## config.mk

```make
export PLATFORM = sky130hd
export DESIGN_NAME = uart_tx_ctrl
export DESIGN_NICKNAME = d
export VERILOG_FILES = /design/src/rtl/uart_tx_pkg.sv /design/src/rtl/uart_tx_parity_calc.sv /design/src/rtl/uart_tx_ctrl.sv
export SDC_FILE = /design/constraint.sdc
export NUM_CORES = 1
export LEC_CHECK = 0
export ABC_AREA = 1
export CORE_MARGIN = 4
export CORE_UTILIZATION = 48
export DETAILED_ROUTE_END_ITERATION = 8
export PLACE_DENSITY = 0.88
export SLEW_MARGIN = 20
export SYNTH_ARGS = -nofsm -noshare
export SYNTH_HDL_FRONTEND = slang
export SYNTH_SLANG_ARGS = --single-unit
```

## constraint.sdc

```tcl
create_clock -name clk -period 2.5 [get_ports clk]
set_input_delay 0.375 -clock clk [delete_from_list [all_inputs] [get_ports clk]]
set_output_delay 0.375 -clock clk [all_outputs]
set_load 0.05 [all_outputs]
```

## src/rtl/uart_tx_pkg.sv

```systemverilog
// Shared definitions for the UART transmit controller: state encoding, line levels, data width.
// PARITY state exists only when UART_TX_PARITY_EN is defined.
package uart_tx_pkg;

    localparam int DATA_W = 8;

    localparam logic LINE_IDLE  = 1'b1;
    localparam logic LINE_START = 1'b0;
    localparam logic LINE_STOP  = 1'b1;

    typedef enum logic [2:0] {
        ST_IDLE   = 3'd0,
        ST_START  = 3'd1,
        ST_DATA   = 3'd2,
`ifdef UART_TX_PARITY_EN
        ST_PARITY = 3'd3,
`endif
        ST_STOP   = 3'd4
    } state_t;

endpackage

```

## src/rtl/uart_tx_parity_calc.sv

```systemverilog
// Parity bit generator: even (typ=0) or odd (typ=1) parity over one byte; purely combinational.
// Built only when UART_TX_PARITY_EN is defined; no backpressure.
`ifdef UART_TX_PARITY_EN
module uart_tx_parity_calc
    import uart_tx_pkg::*;
(
    input  logic [DATA_W-1:0] data,
    input  logic              typ,
    output logic              par
);

    assign par = (^data) ^ typ;

endmodule
`endif

```

## src/rtl/uart_tx_ctrl.sv

```systemverilog
// UART transmit controller: frames a byte as start / 8 serializer bits / optional parity / stop.
// Latency: START one cycle after data_valid; accepts only in IDLE or on the last stop cycle.
// Parity support is compiled in with UART_TX_PARITY_EN.
module uart_tx_ctrl
    import uart_tx_pkg::*;
#(
    parameter int STOP_BITS = 1,
    parameter int WDOG_CYC  = 10
) (
    input  logic              clk,
    input  logic              rst,
    input  logic              data_valid,
    input  logic [DATA_W-1:0] p_data,
`ifdef UART_TX_PARITY_EN
    input  logic              par_en,
    input  logic              par_typ,
`endif
    input  logic              ser_done,
    input  logic              ser_data,
    output logic              ser_en,
    output logic              ser_load,
    output logic [DATA_W-1:0] p_data_q,
    output logic              tx_out,
    output logic              busy,
    output logic              frame_err
);

    localparam int                WD_W    = $clog2(WDOG_CYC + 1);
    localparam logic [WD_W-1:0]   WD_LAST = WD_W'(WDOG_CYC - 1);

    state_t            state;
    logic              line;
    logic              stop_cnt;
    logic [WD_W-1:0]   wd_cnt;
    logic              stop_last;
    logic              take;

    assign stop_last = (stop_cnt == 1'(STOP_BITS - 1));
    assign take      = data_valid && ((state == ST_IDLE) || ((state == ST_STOP) && stop_last));

    // Data bits come straight from the serializer; every other level is registered.
    assign tx_out = ser_en ? ser_data : line;

`ifdef UART_TX_PARITY_EN
    logic par_en_q;
    logic par_typ_q;
    logic par_bit;

    uart_tx_parity_calc u_parity (
        .data (p_data_q),
        .typ  (par_typ_q),
        .par  (par_bit)
    );
`endif

    always_ff @(posedge clk or negedge rst) begin
        if (!rst) begin
            state     <= ST_IDLE;
            line      <= LINE_IDLE;
            busy      <= 1'b0;
            ser_en    <= 1'b0;
            ser_load  <= 1'b0;
            frame_err <= 1'b0;
            p_data_q  <= '0;
            stop_cnt  <= 1'b0;
            wd_cnt    <= '0;
`ifdef UART_TX_PARITY_EN
            par_en_q  <= 1'b0;
            par_typ_q <= 1'b0;
`endif
        end else begin
            ser_load <= 1'b0;
            if (take) begin
                state     <= ST_START;
                line      <= LINE_START;
                busy      <= 1'b1;
                ser_load  <= 1'b1;
                frame_err <= 1'b0;
                p_data_q  <= p_data;
                stop_cnt  <= 1'b0;
`ifdef UART_TX_PARITY_EN
                par_en_q  <= par_en;
                par_typ_q <= par_typ;
`endif
            end else begin
                case (state)
                    ST_IDLE: begin
                        line <= LINE_IDLE;
                    end
                    ST_START: begin
                        state  <= ST_DATA;
                        ser_en <= 1'b1;
                        wd_cnt <= '0;
                    end
                    ST_DATA: begin
                        if (ser_done) begin
                            ser_en <= 1'b0;
`ifdef UART_TX_PARITY_EN
                            if (par_en_q) begin
                                state <= ST_PARITY;
                                line  <= par_bit;
                            end else begin
                                state <= ST_STOP;
                                line  <= LINE_STOP;
                            end
`else
                            state <= ST_STOP;
                            line  <= LINE_STOP;
`endif
                        end else if (wd_cnt == WD_LAST) begin
                            // Serializer stalled: close the frame with stop bits and flag it.
                            frame_err <= 1'b1;
                            ser_en    <= 1'b0;
                            state     <= ST_STOP;
                            line      <= LINE_STOP;
                        end else begin
                            wd_cnt <= wd_cnt + 1'b1;
                        end
                    end
`ifdef UART_TX_PARITY_EN
                    ST_PARITY: begin
                        state <= ST_STOP;
                        line  <= LINE_STOP;
                    end
`endif
                    ST_STOP: begin
                        if (stop_last) begin
                            stop_cnt <= 1'b0;
                            state    <= ST_IDLE;
                            busy     <= 1'b0;
                            line     <= LINE_IDLE;
                        end else begin
                            stop_cnt <= 1'b1;
                        end
                    end
                    default: begin
                        state  <= ST_IDLE;
                        busy   <= 1'b0;
                        ser_en <= 1'b0;
                        line   <= LINE_IDLE;
                    end
                endcase
            end
        end
    end

endmodule

```

==> summary.md, run 1 <==
| Metric | Value |
|---|---|
| TritonCTS buffer count | 3 |
| Layout cells sized above 1 | 0.136 |
| Worst rel slew slack | 0.657 |
| Syn Area/Cell | 9.19 sq um |
| Worst setup SP type | flop |
| Final setup violation count | 0 |
| Post-route ant nets | 0 |
| Final Power | 1640 uW |
| Clock transition at path regs | 0.12 ns |
| Post-CTS Setup Repair Bufs | 0 |
| Worst path arrival time | 1.50 ns |
| Setup crit start | ser_en |
| H-tree depth | 1 |
| Max_cap viols | 0 |
| Deepest clock path buffer count | 2 |
| Max incr delay on CP | 0.81 ns |
| # rows | 15 |
| TritonRoute pass-1 iters | 6 |
| CP Class | reg2out |
| Vias | 729 |
| Detailed router's first-iteration violation count | 20 |
| Most frequent cells in the layout | 38 x nand2_1, 24 x clkdlybuf4s50_1, 19 x dfrtp_1, 10 x inv_1, 10 x nand3_1 |
| Worst skew pair latency | 0.30 ns |
| Ant. Diodes | 0 |
| CP bufs+invs | 1 |
| Fin nets | 141 |
| VDD IR max | 0.685 mV |
| Largest net degree at the start of global routing | 21 |
| Die Span X | 50.9 um |
| Fillers | 139 |
| Via-per-instance ratio | 4.86 |
| Clk root buf | clkbuf_4 |
| Final Wtd Congestion | 0.750 |
| CTS Hold Bufs | 0 |
| Io pins | 26 |
| Post-synthesis sequential area ratio | 0.569 |
| Vias in the first global route | 753 |
| WL/cell | 12.8 um |
| Syn Nets | 111 |
| Final wirelength | 1920 um |
| CTS tree | built |
| F_max | 0.534 GHz |
| Largest fanout on the critical path | 3 |
| Synth Instances | 96 |
| Worst path top cell family by delay | buffers and inverters |
| Initial antenna violation count | 0 |
| Die Height | 50.9 um |
| Layout area overhead | 37.6% |
| Total Neg Setup Slack | 0 ns |
| Global Route Usage Sum | 0.172 |
| Crit path time final | 1.87 ns |
| Critical Path RT | 2.12 ns |
| Die Area | 2590 sq um |
| Synthesized cell area | 882 sq um |
| Final hold vios | 0 |
| Initial Util | 0.511 |
| Worst r2r src | state[0] |
| Worst-Margin Slew | 0.513 ns |
| YS warnings | 0 |
| CP endpoint kind | output port |
| Multi-input logic area | 327 sq um |
| Core ar. | 1730 sq um |
| Register area | 502 sq um |
| Grt ovf | 0 |
| Final Util | 0.703 |
| CTS resizes | 0 |
| Crit-path cells | clkdlybuf4s50_1 |
| Worst Hold Class | in2async |
| Pwr per Cell Area | 1350 nW/um^2 |
| Clk sink count | 20 |
| RSZ-0062 raised after global routing | no |
| Status | finished clean |
| DPL Wire Length | 1400 um |
| #FFs+latches synth | 20 |
| Residual DRC | 0 |
| Synth unique cells | 18 |
| Commonest non-fill, non-tap cell in the layout | nand2_1 |
| PortBufs | 25 |
| Clock skew | 0.00621 ns |
| CP max stage cell | clkdlybuf4s50_1 |
| Fin. max-slew vios | 0 |
| First-pass GRT wire length | 3270 um |
| Final Cycle Share | 0.748 |
| Leakage | 0.000623 uW |
area by class of cell:
class / instances / area share
clock inverters: 1 / 0.0247
inverters: 12 / 0.0381
repair buffers: 26 / 0.210
multi-input cells: 63 / 0.269
well taps: 25 / 0.0258
flip-flops and latches: 20 / 0.413
clock buffers: 3 / 0.0186
registers in the layout (all words and copies together) (netlist names):
signal and cells:
busy 1, p_data_q 8, ser_en 1, frame_err 1, wd_cnt 4, ser_load 1, state 3, line 1
cells in the mapped netlist:
cell       n  area share
inv_1     10       0.043
ha_1       2       0.028
nand3b_1   2       0.017
xor2_1     1      0.0099
a21oi_1    1      0.0057
buf_4      1      0.0085
dfstp_2    1       0.030
dfrtp_1   19        0.54
nand3_1   10       0.057
mux2_2     1       0.013
nand2_1   38        0.16
xnor2_1    1      0.0099
inv_2      1      0.0043
nand3_4    1       0.020
nor2_4     1       0.013
nand2_2    4       0.028
nor2_2     1      0.0071
clkinv_2   1      0.0057
final timing paths:
path / slack, ns / endpoint / depth (start not counted)
setup / recovery: 0.63 / ser_en / 1
hold / removal: 0.39 / state[0] / 2
setup reg to reg: 1.21 / p_data_q[6] / 5
hold reg to reg: 0.49 / p_data_q[5] / 2
max in group asynchronous: 1.85 / line / 2
min in group clk: 0.49 / p_data_q[5] / 2
per-stage QoR:
| step | cell area (sq um) | hold slack [ns] | setup slack, ns | instances |
|---|---|---|---|---|
| after floorplan | 882 | 0.0794 | 0.984 | 96 |
| after global placement | 1160 | 0.453 | 0.919 | 146 |
| after detailed placement | 1160 | 0.468 | 0.900 | 146 |
| after CTS | 1210 | 0.393 | 0.614 | 150 |
| after global routing | 1210 | 0.403 | 0.571 | 150 |
| final | 1210 | 0.387 | 0.629 | 150 |
layer usage:
metal  vias to the layer above  share of wire  wire, um  track usage
met2                        25           0.53      1020        0.309
met4                         0          0.026        50       0.0942
met5                         -              0         0            0
met3                         4          0.042        81       0.0204
met1                       347           0.40       770        0.198
li1                        353              -         -            -
logic make-up after synthesis:
family,count (synthesis),synth area share
mux,1,0.0128
flops,20,0.569
fa+ha+maj,2,0.0284
simple gates,57,0.304
buf+inv,13,0.0610
xor+xnor,2,0.0199
compound gates,1,0.00567
power by group:
part           switching [uW]  internal (uW)
sequential               84.5            452
clock                     104            162
combinational             568            273
total                     756            887
Note: power is estimated with default switching activity, not from simulation.
==> run 2: changes to the inputs <==
Settings changed: CORE_UTILIZATION 48 to 41, PLACE_DENSITY 0.88 to 0.81.
Clock period 2.5 ns to 1.5 ns, I/O delays scaled along.
==> summary.md, run 2 (same netlist as run 1, synthesis figures left out) <==
| Metric | Value |
|---|---|
| Vias in the first global route | 703 |
| Final cell count without fillers | 154 |
| DP Area | 1170 sq um |
| Die Height | 54.4 um |
| Final setup violation count | 0 |
| Layout cells sized above 1 | 0.236 |
| Worst Hold Class | in2async |
| RSZ-0062 raised after global routing | no |
| VDD IR max | 1.41 mV |
| Io pins | 26 |
| TritonCTS buffer count | 3 |
| Final Cycle Share | 0.950 |
| Core ar. | 2000 sq um |
| Post-CTS Setup Repair Bufs | 1 |
| Final Power | 2610 uW |
| Via-per-instance ratio | 4.53 |
| Die Span X | 54.4 um |
| Clk root buf | clkbuf_4 |
| Top reg by flops | p_data_q |
| Max_cap viols | 0 |
| Final hold vios | 0 |
| WL/cell | 12.0 um |
| CTS resizes | 0 |
| Residual DRC | 0 |
| Top flop regs | p_data_q x8, wd_cnt x4, state x3 |
| Initial antenna violation count | 0 |
| Total Neg Setup Slack | 0 ns |
| Initial Util | 0.441 |
| Worst rel slew slack | 0.733 |
| Grt ovf | 0 |
| Die Area | 2960 sq um |
| Final Wtd Congestion | 0.706 |
| Leakage | 0.000644 uW |
| # rows | 16 |
| Clk sink count | 20 |
| Detailed router's first-iteration violation count | 6 |
| Crit-path cells | mux2_2 -> buf_12 |
| Largest fanout on the critical path | 2 |
| Pwr per Cell Area | 2170 nW/um^2 |
| Fin nets | 143 |
| TritonRoute pass-1 iters | 4 |
| Worst-Margin Slew | 0.399 ns |
| Worst setup SP type | flop |
| Worst skew pair latency | 0.30 ns |
| Final Util | 0.599 |
| Layout area overhead | 36.0% |
| Max FFs per register | 8 |
| Critical Path RT | 1.27 ns |
| Post-route cell area | 1200 sq um |
| Final wirelength | 1850 um |
| Worst path arrival time | 1.20 ns |
| CTS Hold Bufs | 0 |
| Max incr delay on CP | 0.38 ns |
| CP Class | reg2out |
| CP endpoint kind | output port |
| H-tree depth | 1 |
| Fin. max-slew vios | 0 |
| Crit path time final | 1.42 ns |
| Vias | 698 |
| Clock skew | 0.00645 ns |
| Status | finished clean |
| PortBufs | 25 |
| Post-Place Cells | 149 |
| Reg2reg setup slack | 0.23 ns |
| CTS tree | built |
| Post-route ant nets | 0 |
| Clock transition at path regs | 0.11 ns |
| Commonest non-fill, non-tap cell in the layout | nand2_1 |
| Global Route Usage Sum | 0.142 |
| Largest net degree at the start of global routing | 14 |
| F_max | 0.702 GHz |
| Ant. Diodes | 0 |
| Most frequent cells in the layout | 38 x nand2_1, 19 x dfrtp_1, 14 x buf_4, 12 x clkdlybuf4s50_1 |
| CP max stage cell | dfrtp_1 |
| Deepest clock path buffer count | 2 |
| First-pass GRT wire length | 3050 um |
| DPL Wire Length | 1520 um |
## run 2: stage by stage
step	hold WS, ns	worst slack (ns)
floorplan	-0.0706	0.134
global placement	0.452	0.221
detailed placement	0.466	0.203
CTS	0.205	0.0685
global route	0.215	0.0309
finish	0.204	0.0750
## run 2: worst max-delay path, delay by kind of cell, from the launching register on
family   cells  cell delay [ns]
mux          1             0.37
flops        1             0.38
buf+inv      1             0.15
## run 2: layout make-up
| cell class | count | area (sq um) |
|---|---|---|
| well taps | 27 | 33.8 |
| repair buffers | 28 | 265 |
| inverters | 12 | 46.3 |
| clock buffers | 4 | 26.3 |
| multi-input cells | 63 | 327 |
| fillers | 181 | 802 |
| flip-flops and latches | 20 | 502 |
## run 2: worst paths after layout
| kind | startpoint | to | depth (start not counted) |
|---|---|---|---|
| min in group clk | p_data[5] | p_data_q[5] | 3 |
| max | ser_en | tx_out | 2 |
| max in group asynchronous | rst | frame_err | 2 |
| max reg2reg | wd_cnt[1] | wd_cnt[3] | 7 |
| min reg2reg | line | line | 2 |
| min | rst | p_data_q[4] | 1 |
## run 2: where the power goes
group	switching [uW]	internal [uW]	total, uW	leakage [uW]
logic	954	492	1450	0.000376
registers	145	754	899	0.000253
clock network	157	104	261	0.0000150
total	1260	1350	2610	0.000644
## run 2: layer usage
layer,global-route usage,share of wire,vias up,wire [um]
li1,-,-,359,-
met1,0.162,0.41,324,750
met2,0.263,0.55,11,1020
met3,0.0163,0.017,4,31
met4,0.0622,0.024,0,44
met5,0,0,-,0
